## src/rtl/nfc_poll_pkg.sv

```systemverilog
// ---------------------------------------------------------------------------
// nfc_poll_pkg
// Shared definitions for the NFC status poller.
// Contents:
//   poll_state_e     - FSM state encoding
//   StatusRdyBit     - ready bit position in the NAND status byte
//   StatusFailBit    - fail bit position in the NAND status byte
//   DefaultCommandId - opcode of the downstream read-status command block
//   interval_load()  - reload value for the inter-poll wait counter
// ---------------------------------------------------------------------------
package nfc_poll_pkg;

  typedef enum logic [2:0] {
    ST_IDLE     = 3'd0,
    ST_ISSUE    = 3'd1,
    ST_WAIT     = 3'd2,
    ST_CHECK    = 3'd3,
    ST_INTERVAL = 3'd4,
    ST_DONE     = 3'd5
  } poll_state_e;

  localparam int unsigned StatusRdyBit  = 6;
  localparam int unsigned StatusFailBit = 0;

  localparam logic [5:0] DefaultCommandId = 6'b000111;

  // The counter runs from the load value down to zero inclusive, so a load
  // of N-1 gives N wait cycles. Intervals of 0 and 1 both collapse to one.
  function automatic logic [15:0] interval_load(input logic [15:0] interval);
    return (interval == 16'd0) ? 16'd0 : interval - 16'd1;
  endfunction

endpackage

```

## src/rtl/nfc_status_poller_if.sv

```systemverilog
// ---------------------------------------------------------------------------
// nfc_status_poller_if
// Command-side handshake between the status poller and the downstream
// command block.
// Signals:
//   oOpcode     - command opcode
//   oTargetID   - target ID ({4'b0, enhanced})
//   oCMDValid   - command valid
//   iCMDReady   - command accepted by downstream block
//   oWaySelect  - one-hot way select
//   oRowAddress - row address for enhanced status
// Modports: master (poller side), slave (command block side).
// ---------------------------------------------------------------------------
interface nfc_status_poller_if #(
  parameter int NumberOfWays = 4
);
  logic [5:0]              oOpcode;
  logic [4:0]              oTargetID;
  logic                    oCMDValid;
  logic                    iCMDReady;
  logic [NumberOfWays-1:0] oWaySelect;
  logic [23:0]             oRowAddress;

  modport master (
    output oOpcode, oTargetID, oCMDValid, oWaySelect, oRowAddress,
    input  iCMDReady
  );

  modport slave (
    input  oOpcode, oTargetID, oCMDValid, oWaySelect, oRowAddress,
    output iCMDReady
  );
endinterface

```

## src/rtl/nfc_poll_timer.sv

```systemverilog
// ---------------------------------------------------------------------------
// nfc_poll_timer
// Loadable down-counter with a zero flag, used to pace polls.
// Ports:
//   clk_i        - clock
//   srst_i       - synchronous active-high reset
//   load_i       - load load_value_i (has priority over dec_i)
//   load_value_i - value to load
//   dec_i        - decrement by one; holds at zero
//   zero_o       - counter is zero
// ---------------------------------------------------------------------------
module nfc_poll_timer #(
  parameter int Width = 16
) (
  input  logic             clk_i,
  input  logic             srst_i,
  input  logic             load_i,
  input  logic [Width-1:0] load_value_i,
  input  logic             dec_i,
  output logic             zero_o
);

  logic [Width-1:0] count_q;
  logic [Width-1:0] count_d;

  always_comb begin
    count_d = count_q;
    if (load_i) begin
      count_d = load_value_i;
    end else if (dec_i && (count_q != '0)) begin
      count_d = count_q - 1'b1;
    end
  end

  always_ff @(posedge clk_i) begin
    if (srst_i) begin
      count_q <= '0;
    end else begin
      count_q <= count_d;
    end
  end

  assign zero_o = (count_q == '0);

endmodule

```

## src/rtl/nfc_status_poller.sv

```systemverilog
// ---------------------------------------------------------------------------
// nfc_status_poller
// Repeatedly issues a read-status command (70h / 78h) to one NAND way until
// the ready bit is set, waiting PollInterval cycles between polls.
// Optional feature macro: NFC_POLL_TIMEOUT_EN - give up after MaxPolls polls
// with oTimeout=1 and oFail=1. Without it the poller retries forever and
// oTimeout is tied low.
// Ports:
//   iSystemClock, iReset       - clock, synchronous active-high reset
//   iPollValid / oPollReady    - request handshake (accepted only when idle)
//   iWaySelect, iRowAddress,
//   iEnhanced                  - request parameters, latched on acceptance
//   cmd_if (master)            - command handshake to the command block
//   iStatus, iStatusValid,
//   iLastStep                  - status word / command completion
//   oDone, oFail, oTimeout,
//   oFinalStatus, oPollCount   - result; held until the next request
// ---------------------------------------------------------------------------
module nfc_status_poller
  import nfc_poll_pkg::*;
#(
  parameter int          NumberOfWays = 4,
  parameter logic [5:0]  CommandID    = DefaultCommandId,
  parameter logic [15:0] PollInterval = 16'd64,
  parameter logic [15:0] MaxPolls     = 16'd1000
) (
  input  logic                    iSystemClock,
  input  logic                    iReset,
  input  logic                    iPollValid,
  output logic                    oPollReady,
  input  logic [NumberOfWays-1:0] iWaySelect,
  input  logic [23:0]             iRowAddress,
  input  logic                    iEnhanced,
  nfc_status_poller_if.master     cmd_if,
  input  logic [23:0]             iStatus,
  input  logic                    iStatusValid,
  input  logic                    iLastStep,
  output logic                    oDone,
  output logic                    oFail,
  output logic                    oTimeout,
  output logic [7:0]              oFinalStatus,
  output logic [15:0]             oPollCount
);

  localparam logic [15:0] IntervalLoad = interval_load(PollInterval);

  poll_state_e             state_q;
  logic                    ready_q;
  logic                    cmd_valid_q;
  logic [5:0]              opcode_q;
  logic [4:0]              target_q;
  logic [NumberOfWays-1:0] way_q;
  logic [23:0]             row_q;
  logic [7:0]              status_q;
  logic                    done_q;
  logic                    fail_q;
  logic [7:0]              final_q;
  logic [15:0]             count_q;
  logic                    timer_zero;

  // Only the status byte is meaningful; the upper bits are reserved.
  logic unused_status_hi;
  assign unused_status_hi = ^iStatus[23:8];

`ifdef NFC_POLL_TIMEOUT_EN
  logic timeout_q;
`else
  localparam logic [15:0] UnusedMaxPolls = MaxPolls;
`endif

  // The timer reloads on every not-ready CHECK; a load on the timeout path
  // is harmless since the FSM leaves for DONE instead of INTERVAL.
  nfc_poll_timer #(
    .Width(16)
  ) u_timer (
    .clk_i       (iSystemClock),
    .srst_i      (iReset),
    .load_i      ((state_q == ST_CHECK) && !status_q[StatusRdyBit]),
    .load_value_i(IntervalLoad),
    .dec_i       (state_q == ST_INTERVAL),
    .zero_o      (timer_zero)
  );

  always_ff @(posedge iSystemClock) begin
    if (iReset) begin
      state_q     <= ST_IDLE;
      ready_q     <= 1'b1;
      cmd_valid_q <= 1'b0;
      opcode_q    <= '0;
      target_q    <= '0;
      way_q       <= '0;
      row_q       <= '0;
      status_q    <= '0;
      done_q      <= 1'b0;
      fail_q      <= 1'b0;
      final_q     <= '0;
      count_q     <= '0;
`ifdef NFC_POLL_TIMEOUT_EN
      timeout_q   <= 1'b0;
`endif
    end else begin
      done_q <= 1'b0;
      case (state_q)
        ST_IDLE: begin
          if (iPollValid) begin
            ready_q     <= 1'b0;
            cmd_valid_q <= 1'b1;
            opcode_q    <= CommandID;
            target_q    <= {4'b0, iEnhanced};
            way_q       <= iWaySelect;
            row_q       <= iRowAddress;
            status_q    <= '0;
            count_q     <= '0;
            fail_q      <= 1'b0;
            final_q     <= '0;
`ifdef NFC_POLL_TIMEOUT_EN
            timeout_q   <= 1'b0;
`endif
            state_q     <= ST_ISSUE;
          end
        end
        ST_ISSUE: begin
          if (cmd_if.iCMDReady) begin
            cmd_valid_q <= 1'b0;
            if (count_q != 16'hFFFF) begin
              count_q <= count_q + 16'd1;
            end
            state_q <= ST_WAIT;
          end
        end
        ST_WAIT: begin
          if (iStatusValid) begin
            status_q <= iStatus[7:0];
          end
          if (iLastStep) begin
            state_q <= ST_CHECK;
          end
        end
        ST_CHECK: begin
          if (status_q[StatusRdyBit]) begin
            done_q  <= 1'b1;
            fail_q  <= status_q[StatusFailBit];
            final_q <= status_q;
            state_q <= ST_DONE;
          end
`ifdef NFC_POLL_TIMEOUT_EN
          else if (count_q >= MaxPolls) begin
            done_q    <= 1'b1;
            fail_q    <= 1'b1;
            timeout_q <= 1'b1;
            final_q   <= status_q;
            state_q   <= ST_DONE;
          end
`endif
          else begin
            state_q <= ST_INTERVAL;
          end
        end
        ST_INTERVAL: begin
          if (timer_zero) begin
            cmd_valid_q <= 1'b1;
            state_q     <= ST_ISSUE;
          end
        end
        ST_DONE: begin
          ready_q <= 1'b1;
          state_q <= ST_IDLE;
        end
        default: begin
          state_q <= ST_IDLE;
        end
      endcase
    end
  end

  assign oPollReady         = ready_q;
  assign cmd_if.oCMDValid   = cmd_valid_q;
  assign cmd_if.oOpcode     = opcode_q;
  assign cmd_if.oTargetID   = target_q;
  assign cmd_if.oWaySelect  = way_q;
  assign cmd_if.oRowAddress = row_q;
  assign oDone              = done_q;
  assign oFail              = fail_q;
  assign oFinalStatus       = final_q;
  assign oPollCount         = count_q;
`ifdef NFC_POLL_TIMEOUT_EN
  assign oTimeout           = timeout_q;
`else
  assign oTimeout           = 1'b0;
`endif

endmodule

```

## src/flat_wrapper.sv

```systemverilog
// flat-port wrapper written by rule: the top's interface ports become plain ports
module nfc_status_poller_flat import nfc_poll_pkg::*;
#(
  parameter int          NumberOfWays = 4,
  parameter logic [5:0]  CommandID    = DefaultCommandId,
  parameter logic [15:0] PollInterval = 16'd64,
  parameter logic [15:0] MaxPolls     = 16'd1000
)
  (iSystemClock, iReset, iPollValid, oPollReady, iWaySelect, iRowAddress, iEnhanced, iStatus, iStatusValid, iLastStep, oDone, oFail, oTimeout, oFinalStatus, oPollCount, cmd_if_oOpcode, cmd_if_oTargetID, cmd_if_oCMDValid, cmd_if_oWaySelect, cmd_if_oRowAddress, cmd_if_iCMDReady);
  nfc_status_poller_if #(.NumberOfWays(NumberOfWays)) cmd_if_i ();
  input  logic iSystemClock;
  input  logic iReset;
  input  logic iPollValid;
  output logic oPollReady;
  input  logic [NumberOfWays-1:0] iWaySelect;
  input  logic [23:0] iRowAddress;
  input  logic iEnhanced;
  input  logic [23:0] iStatus;
  input  logic iStatusValid;
  input  logic iLastStep;
  output logic oDone;
  output logic oFail;
  output logic oTimeout;
  output logic [7:0] oFinalStatus;
  output logic [15:0] oPollCount;
  output wire logic [$bits(cmd_if_i.oOpcode)-1:0] cmd_if_oOpcode;
  output wire logic [$bits(cmd_if_i.oTargetID)-1:0] cmd_if_oTargetID;
  output wire logic [$bits(cmd_if_i.oCMDValid)-1:0] cmd_if_oCMDValid;
  output wire logic [$bits(cmd_if_i.oWaySelect)-1:0] cmd_if_oWaySelect;
  output wire logic [$bits(cmd_if_i.oRowAddress)-1:0] cmd_if_oRowAddress;
  input wire logic [$bits(cmd_if_i.iCMDReady)-1:0] cmd_if_iCMDReady;
  assign cmd_if_oOpcode = cmd_if_i.oOpcode;
  assign cmd_if_oTargetID = cmd_if_i.oTargetID;
  assign cmd_if_oCMDValid = cmd_if_i.oCMDValid;
  assign cmd_if_oWaySelect = cmd_if_i.oWaySelect;
  assign cmd_if_oRowAddress = cmd_if_i.oRowAddress;
  assign cmd_if_i.iCMDReady = cmd_if_iCMDReady;
  nfc_status_poller #(.NumberOfWays(NumberOfWays), .CommandID(CommandID), .PollInterval(PollInterval), .MaxPolls(MaxPolls)) u_core (.iSystemClock(iSystemClock), .iReset(iReset), .iPollValid(iPollValid), .oPollReady(oPollReady), .iWaySelect(iWaySelect), .iRowAddress(iRowAddress), .iEnhanced(iEnhanced), .cmd_if(cmd_if_i), .iStatus(iStatus), .iStatusValid(iStatusValid), .iLastStep(iLastStep), .oDone(oDone), .oFail(oFail), .oTimeout(oTimeout), .oFinalStatus(oFinalStatus), .oPollCount(oPollCount));
endmodule
```

## config.mk

```make
export PLATFORM = sky130hd
export DESIGN_NAME = nfc_status_poller_flat
export DESIGN_NICKNAME = d
export VERILOG_FILES = /design/src/rtl/nfc_poll_pkg.sv /design/src/rtl/nfc_status_poller_if.sv /design/src/rtl/nfc_poll_timer.sv /design/src/rtl/nfc_status_poller.sv /design/src/flat_wrapper.sv
export SDC_FILE = /design/constraint.sdc
export NUM_CORES = 1
export LEC_CHECK = 0
export CAP_MARGIN = 20
export CORE_MARGIN = 4
export CORE_UTILIZATION = 30
export DETAILED_ROUTE_END_ITERATION = 8
export DONT_BUFFER_PORTS = 1
export HOLD_SLACK_MARGIN = 0.12
export PLACE_DENSITY = 0.41
export SYNTH_ARGS = -nofsm -noshare
export SYNTH_HDL_FRONTEND = slang
export SYNTH_SLANG_ARGS = --single-unit
```

## constraint.sdc

```tcl
create_clock -name iSystemClock -period 2.45 [get_ports iSystemClock]
set_clock_uncertainty 0.15 [all_clocks]
set_input_delay 0.49 -clock iSystemClock [delete_from_list [all_inputs] [get_ports iSystemClock]]
set_output_delay 0.49 -clock iSystemClock [all_outputs]
set_load 0.05 [all_outputs]
```

* After elaboration in Yosys (flattened, before gate mapping)
Cells that the tools add are included.
** Cells by class
- Muxes and demuxes :: 26
- Bitwise logic cells :: 1
- Equality and inequality tests :: 13
- Add/subtract/negate cells :: 2
- Reductions and logical operators :: 21
** Operator list (number)
- 16-bit two-way mux :: 3
- 16-bit case mux with 2 select lines :: 1
- 8-bit case mux with 2 select lines :: 2
- 8-bit two-way mux :: 3
- 16-bit by 1-bit adder with 16-bit output (second input constant) :: 1
- 16-bit logical NOT :: 1
- 16-bit inequality test (second input constant) :: 1
- 16-bit nonzero test :: 1
- 16-bit by 1-bit subtractor with 16-bit output (second input constant) :: 1
- 3-bit case mux with 5 select lines :: 1
- 3-bit two-way mux :: 4
- 6-bit two-way mux :: 2
- 4-bit AND reduction :: 3
- 2-bit nonzero test :: 5
- 2-bit inequality test (second input constant) :: 4
- 1-bit two-way mux :: 7
- 3-bit by 2-bit equality test with 1-bit output (second input constant) :: 2
- 3-bit equality test (second input constant) :: 2
- 2-bit by 1-bit inequality test with 1-bit output (second input constant) :: 3
- 3-bit AND reduction :: 2
- 1-bit case mux with 2 select lines :: 2
- 2-bit AND reduction :: 2
- 2-bit OR reduction :: 2
- 3-bit by 1-bit equality test with 1-bit output (second input constant) :: 1
- other kinds (6) :: 7
** Storage, ports and cells
- Register bits after elaboration :: 85
- Word-level logic and storage cells :: 77
- Bits of input ports :: 59
- Output and inout bits :: 68

* Logic depth before layout (Yosys ltp)
Gate-level depths: netlist (run 1).
- Depth in word-level cells :: 4
- Mapped depth :: 7
- Depth with buffers taken out :: 7

* Modules after synthesis
A second synthesis (run 1) with hierarchy kept.
** Second synthesis, totals
- Cells, all modules :: 476
- Area, all modules :: 3892.5 um^2
** Modules (own cells, without submodules)
- nfc_status_poller :: cells an instance 362, seq. area each 1361.3 um^2, times used 1, area each 2947.8 um^2
- nfc_poll_timer :: cells an instance 114, seq. area each 320.3 um^2, times used 1, area each 944.7 um^2

* Least setup slack after synthesis (run 1)
OpenSTA, ideal clock, no wires.
- Kind :: register to register
- From :: register u_core.count_q[0], in the netlist u_core.oPollCount[0]
- To :: register u_core.count_q[11], in the netlist u_core.oPollCount[11]
- Cell stages (with the launch flop) :: 8
- Path buffers :: 1
- Library setup time :: 158 ps
- Data required time :: 2142 ps
- Arrival time :: 2252 ps
- Path slack :: -110 ps
- Clock period less this slack :: 2560 ps
- Cell sequence :: dfxtp_1 -> ha_1 -> nand3_1 -> nor4_2 -> a41oi_1 -> buf_2 -> a41oi_1 -> a311oi_1
** On the way
- Longest elaborated chain between the ends :: 4
- Elaborated cells between the ends (all ways) :: 7
- Classes of those cells :: add/sub (1); eq/ne (2); mux (3); reduce/logical (1)
** Ends and longest elaborated chain
- start, declared :: line nfc_status_poller.sv:58 : logic [15:0] count_q;
- start signal, assigned :: line nfc_status_poller.sv:126 : count_q <= count_q + 16'd1;
- 16-bit by 1-bit adder with 16-bit output :: line nfc_status_poller.sv:126
- 16-bit two-way mux :: line nfc_status_poller.sv:125 : if (count_q != 16'hFFFF) begin
- 16-bit two-way mux :: line nfc_status_poller.sv:123 : if (cmd_if.iCMDReady) begin
- 16-bit case mux with 2 select lines :: line nfc_status_poller.sv:103 : case (state_q)
Several ways; a longest one is shown, not always the timed one. The select of a mux whose other input is x is not followed.
A chain may end at the register's enable or synchronous reset.

* Worst setup path after layout (run 1)
- From :: register u_core.u_timer.count_q[7]
- To :: register u_core.u_timer.count_q[1]
** On the way
- Longest elaborated chain between the ends :: 3
** Ends and longest elaborated chain
- start, declared :: line nfc_poll_timer.sv:23 : logic [Width-1:0] count_q;
- start signal, assigned :: line nfc_poll_timer.sv:39 : count_q <= count_d;
- 16-bit nonzero test :: line nfc_poll_timer.sv:30 : end else if (dec_i && (count_q != '0)) begin
- 1-bit logical AND :: line nfc_poll_timer.sv:30
- 2-bit nonzero test (no line)
Every way passes these cells.

==> results of run 1 <==
## cell usage after synthesis, drive strengths merged (4+ instances only)
library cell and instances:
a22oi 7, a311oi 4, nor2 43, nor4 7, dfxtp 84, nand2 82
or3b 4, buf 16, a21oi 70, xnor2 6, clkbuf 20, nor3 14
inv 5, or3 5, o21ai 10, xor2 8, nand3 23
## worst min path at each step
stage / start / endpoint / slack, ns / cells after the start
after floorplan: u_core.status_q[0] / u_core.status_q[0] / 0.28 / 2
after global placement: u_core.status_q[3] / u_core.status_q[3] / 0.28 / 2
after detailed placement: u_core.status_q[5] / u_core.status_q[5] / 0.29 / 2
after CTS: iRowAddress[20] / u_core.cmd_if.oRowAddress[20] / 0.12 / 2
after global routing: iRowAddress[12] / u_core.cmd_if.oRowAddress[12] / 0.12 / 2
final: iRowAddress[2] / u_core.cmd_if.oRowAddress[2] / 0.13 / 2
## critical path: cells and delay by family, from the launching register on
kind             cells  cell delay (ns)
AND/OR/NAND/NOR      2             1.11
flip-flops           1             0.35
multiplexers         1             0.33
AO/OA/AOI/OAI        2             0.29
## flip-flops by register name, summed over array words and instances (netlist names)
signal and flops:
u_core.oPollReady 1, u_core.oDone 1, u_core.oFinalStatus 8, u_core.oPollCount 16
u_core.cmd_if.oWaySelect 4, u_core.cmd_if.oCMDValid 1, u_core.u_timer.count_q 16, u_core.state_q 3
u_core.cmd_if.oRowAddress 24, u_core.status_q 8, u_core.cmd_if.oTargetID 1, u_core.cmd_if.oOpcode 1
## layer usage
layer	vias up	track usage (%)
met5	-	0
met4	0	5.29
met3	10	4.59
met2	74	21.8
met1	1513	16.9
li1	1637	-
## power by group through the flow
stage                     clock network (µW)  registers [µW]  logic (µW)
after global placement                     0            1660         404
after global routing                    1370            1640         479
after floorplan                            0            1660         318
after CTS                               1320            1630         440
after detailed placement                   0            1660         406
final                                   1260            1630         433
## through the flow
| stage | hold WS, ns | util [%] | cells | cell area, µm² |
|---|---|---|---|---|
| after floorplan | 0.282 | - | 464 | 3700 |
| after global placement | 0.284 | 33.3 | 614 | 4000 |
| after detailed placement | 0.290 | 33.3 | 614 | 4000 |
| after CTS | 0.120 | 36.3 | 636 | 4360 |
| after global routing | 0.121 | 36.3 | 636 | 4360 |
| final | 0.133 | 36.3 | 636 | 4360 |
## repair_timing
item / 4_1_cts / 5_1_grt
endpoints found under the setup margin: 0 / 0
endpoints found under the hold margin: 73 / 0
gates resized for setup: 0 / 0
setup buffers: 0 / 0
hold buffers: 7 / 0
## cell families after synthesis
family,Yosys count,synth area share (%)
and+or+nand+nor,200,25.7
AOI/OAI and AO/OA,112,18.1
DFF,84,45.8
buffers and inverters,41,5.45
xor gates and xnor gates,14,3.34
muxes,3,0.886
adders and majority gates,2,0.682
other,1,0.102
## area by class of cell
| cell class | instances | area share [%] |
|---|---|---|
| multi-input cells | 339 | 41.7 |
| inverters | 5 | 0.431 |
| clock buffers | 12 | 5.66 |
| well taps | 147 | 4.22 |
| clock inverters | 3 | 0.546 |
| repair buffers | 46 | 8.73 |
| flip-flops and latches | 84 | 38.7 |
==> impl_metrics.json, run 1 <==
{
  "r2r_cells": 5,
  "synth.avg_cell_area_um2": 8.03,
  "hold_class": "in2reg",
  "fill_cells": 1285,
  "first_pass_iters": 5,
  "cpMaxStageDelayCell": "or4b_4",
  "syn_area_um2": 3670,
  "finalSetupViolCount": 0,
  "synth_area_leader_cell": "dfxtp_1",
  "core_um2": 12000,
  "path_cells": "or4_4 > or4b_4 > o21ai_4 > mux2_1 > a21oi_1",
  "fin_setup_tns_ns": 0,
  "crit_start": "u_core.u_timer.count_q[7]",
  "drt.antenna.violating_nets": 0,
  "slew_violations": 0,
  "gp_congestion": 0.787,
  "synth-main-ff-cell": "dfxtp_1",
  "antenna_found_initial": 0,
  "grt-ovfl-total": 0,
  "fp.dieW_um": 119,
  "r2r-start": "u_core.u_timer.count_q[7]",
  "cts_buffers": 9,
  "wl_met2_um": 4570,
  "pin_count": 127,
  "synth_seq_area_share_pct": 45.8,
  "hold_viol_final": 0,
  "clk_pin_slew_ns": 0.06,
  "yosysWarnings": 0,
  "grt_pass1_wl_um": 15600,
  "portBuffers": 0,
  "ctsRootBufferMaster": "clkbuf_16",
  "multi_input_area_um2": 1820,
  "grt_pass1_vias": 3006,
  "fin_ws_ns": 0.150,
  "dieArea_um2": 14100,
  "p_int_uw": 2280,
  "reg2reg_slack_ns": 0.15,
  "drt_iter0_drc": 137,
  "vdd_drop_max_v": 0.000335,
  "seqPwrFrac_pct": 49.1,
  "max-cap-violations": 0,
  "cts.sinks": 84,
  "power.share.combinational_pct": 13.0,
  "wl_per_cell_um": 15.4,
  "p_sw_share_pct": 31.3,
  "p_clk_share_pct": 37.9,
  "power-per-cell-area_nw_per_um2": 763,
  "power.total_uw": 3320,
  "yosysTopAreaCellShare_pct": 45.8,
  "arrival_ns": 2.42,
  "synth-edff-count": 0,
  "synth.area.top_cells": "dfxtp_1 (46%), a21oi_1 (9.5%), nand2_1 (8.4%), nor2_1 (4.4%), nand3_1 (3.1%)",
  "endpoint": "u_core.u_timer.count_q[1]",
  "htreeDepth": 3,
  "rows": 40,
  "wl_um": 9790,
  "r2r_end": "u_core.u_timer.count_q[1]",
  "cts_tree": "built",
  "final_cell_mix": "nand2_1 (82), dfxtp_1 (82), a21oi_1 (70), nor2_1 (42), buf_4 (39)",
  "ys_types": 49,
  "wl_met1_um": 4450,
  "start_util_pct": 30.6,
  "clk_latency_ns": 0.34,
  "net-switching-power_uw": 1040,
  "required_ns": 2.57,
  "synth_cells": 457,
  "n_antenna_cell": 0,
  "grtUsageTotal_pct": 13.6,
  "wl_met3_um": 622,
  "synth_async_sr_flop_share_pct": 0,
  "dp_hpwl_um": 6860,
  "max_stage_delay_ns": 0.56,
  "via_count": 3234,
  "nNetsFinal": 546,
  "finalCritPeriodShare_pct": 93.9,
  "cts_buffer_depth": 2,
  "vias_per_cell": 5.08,
  "cp-start-kind": "flip-flop",
  "seq_area_um2": 1680,
  "leakagePower_uw": 0.00159,
  "worstMarginPinSlew_ns": 0.608,
  "min_period_ns": 2.30,
  "post-place-ws_ns": 0.164,
  "route.detailed.drc": 0,
  "fmax_mhz": 435,
  "crit_fanout": 5,
  "relSlewSlack_pct": 59.4,
  "syn2layout_area_growth_pct": 18.6,
  "end_kind": "flip-flop",
  "die_y_um": 119,
  "worstSetupPathType": "reg2reg",
  "synth.ff_latch_count": 84,
  "rsz0062_at_grt": "no",
  "grt_max_degree": 74,
  "outcome": "complete, no violations",
  "top_layer": "met4",
  "drive_above_1_share_pct": 13.9
}
Note: power is estimated with default switching activity, not from simulation.
==> inputs of run 2 (changes only) <==
- CAP_MARGIN: 20 -> not set
==> results of run 2 <==
Same layout as run 1: the final DEF is identical, and so are final timing and power.
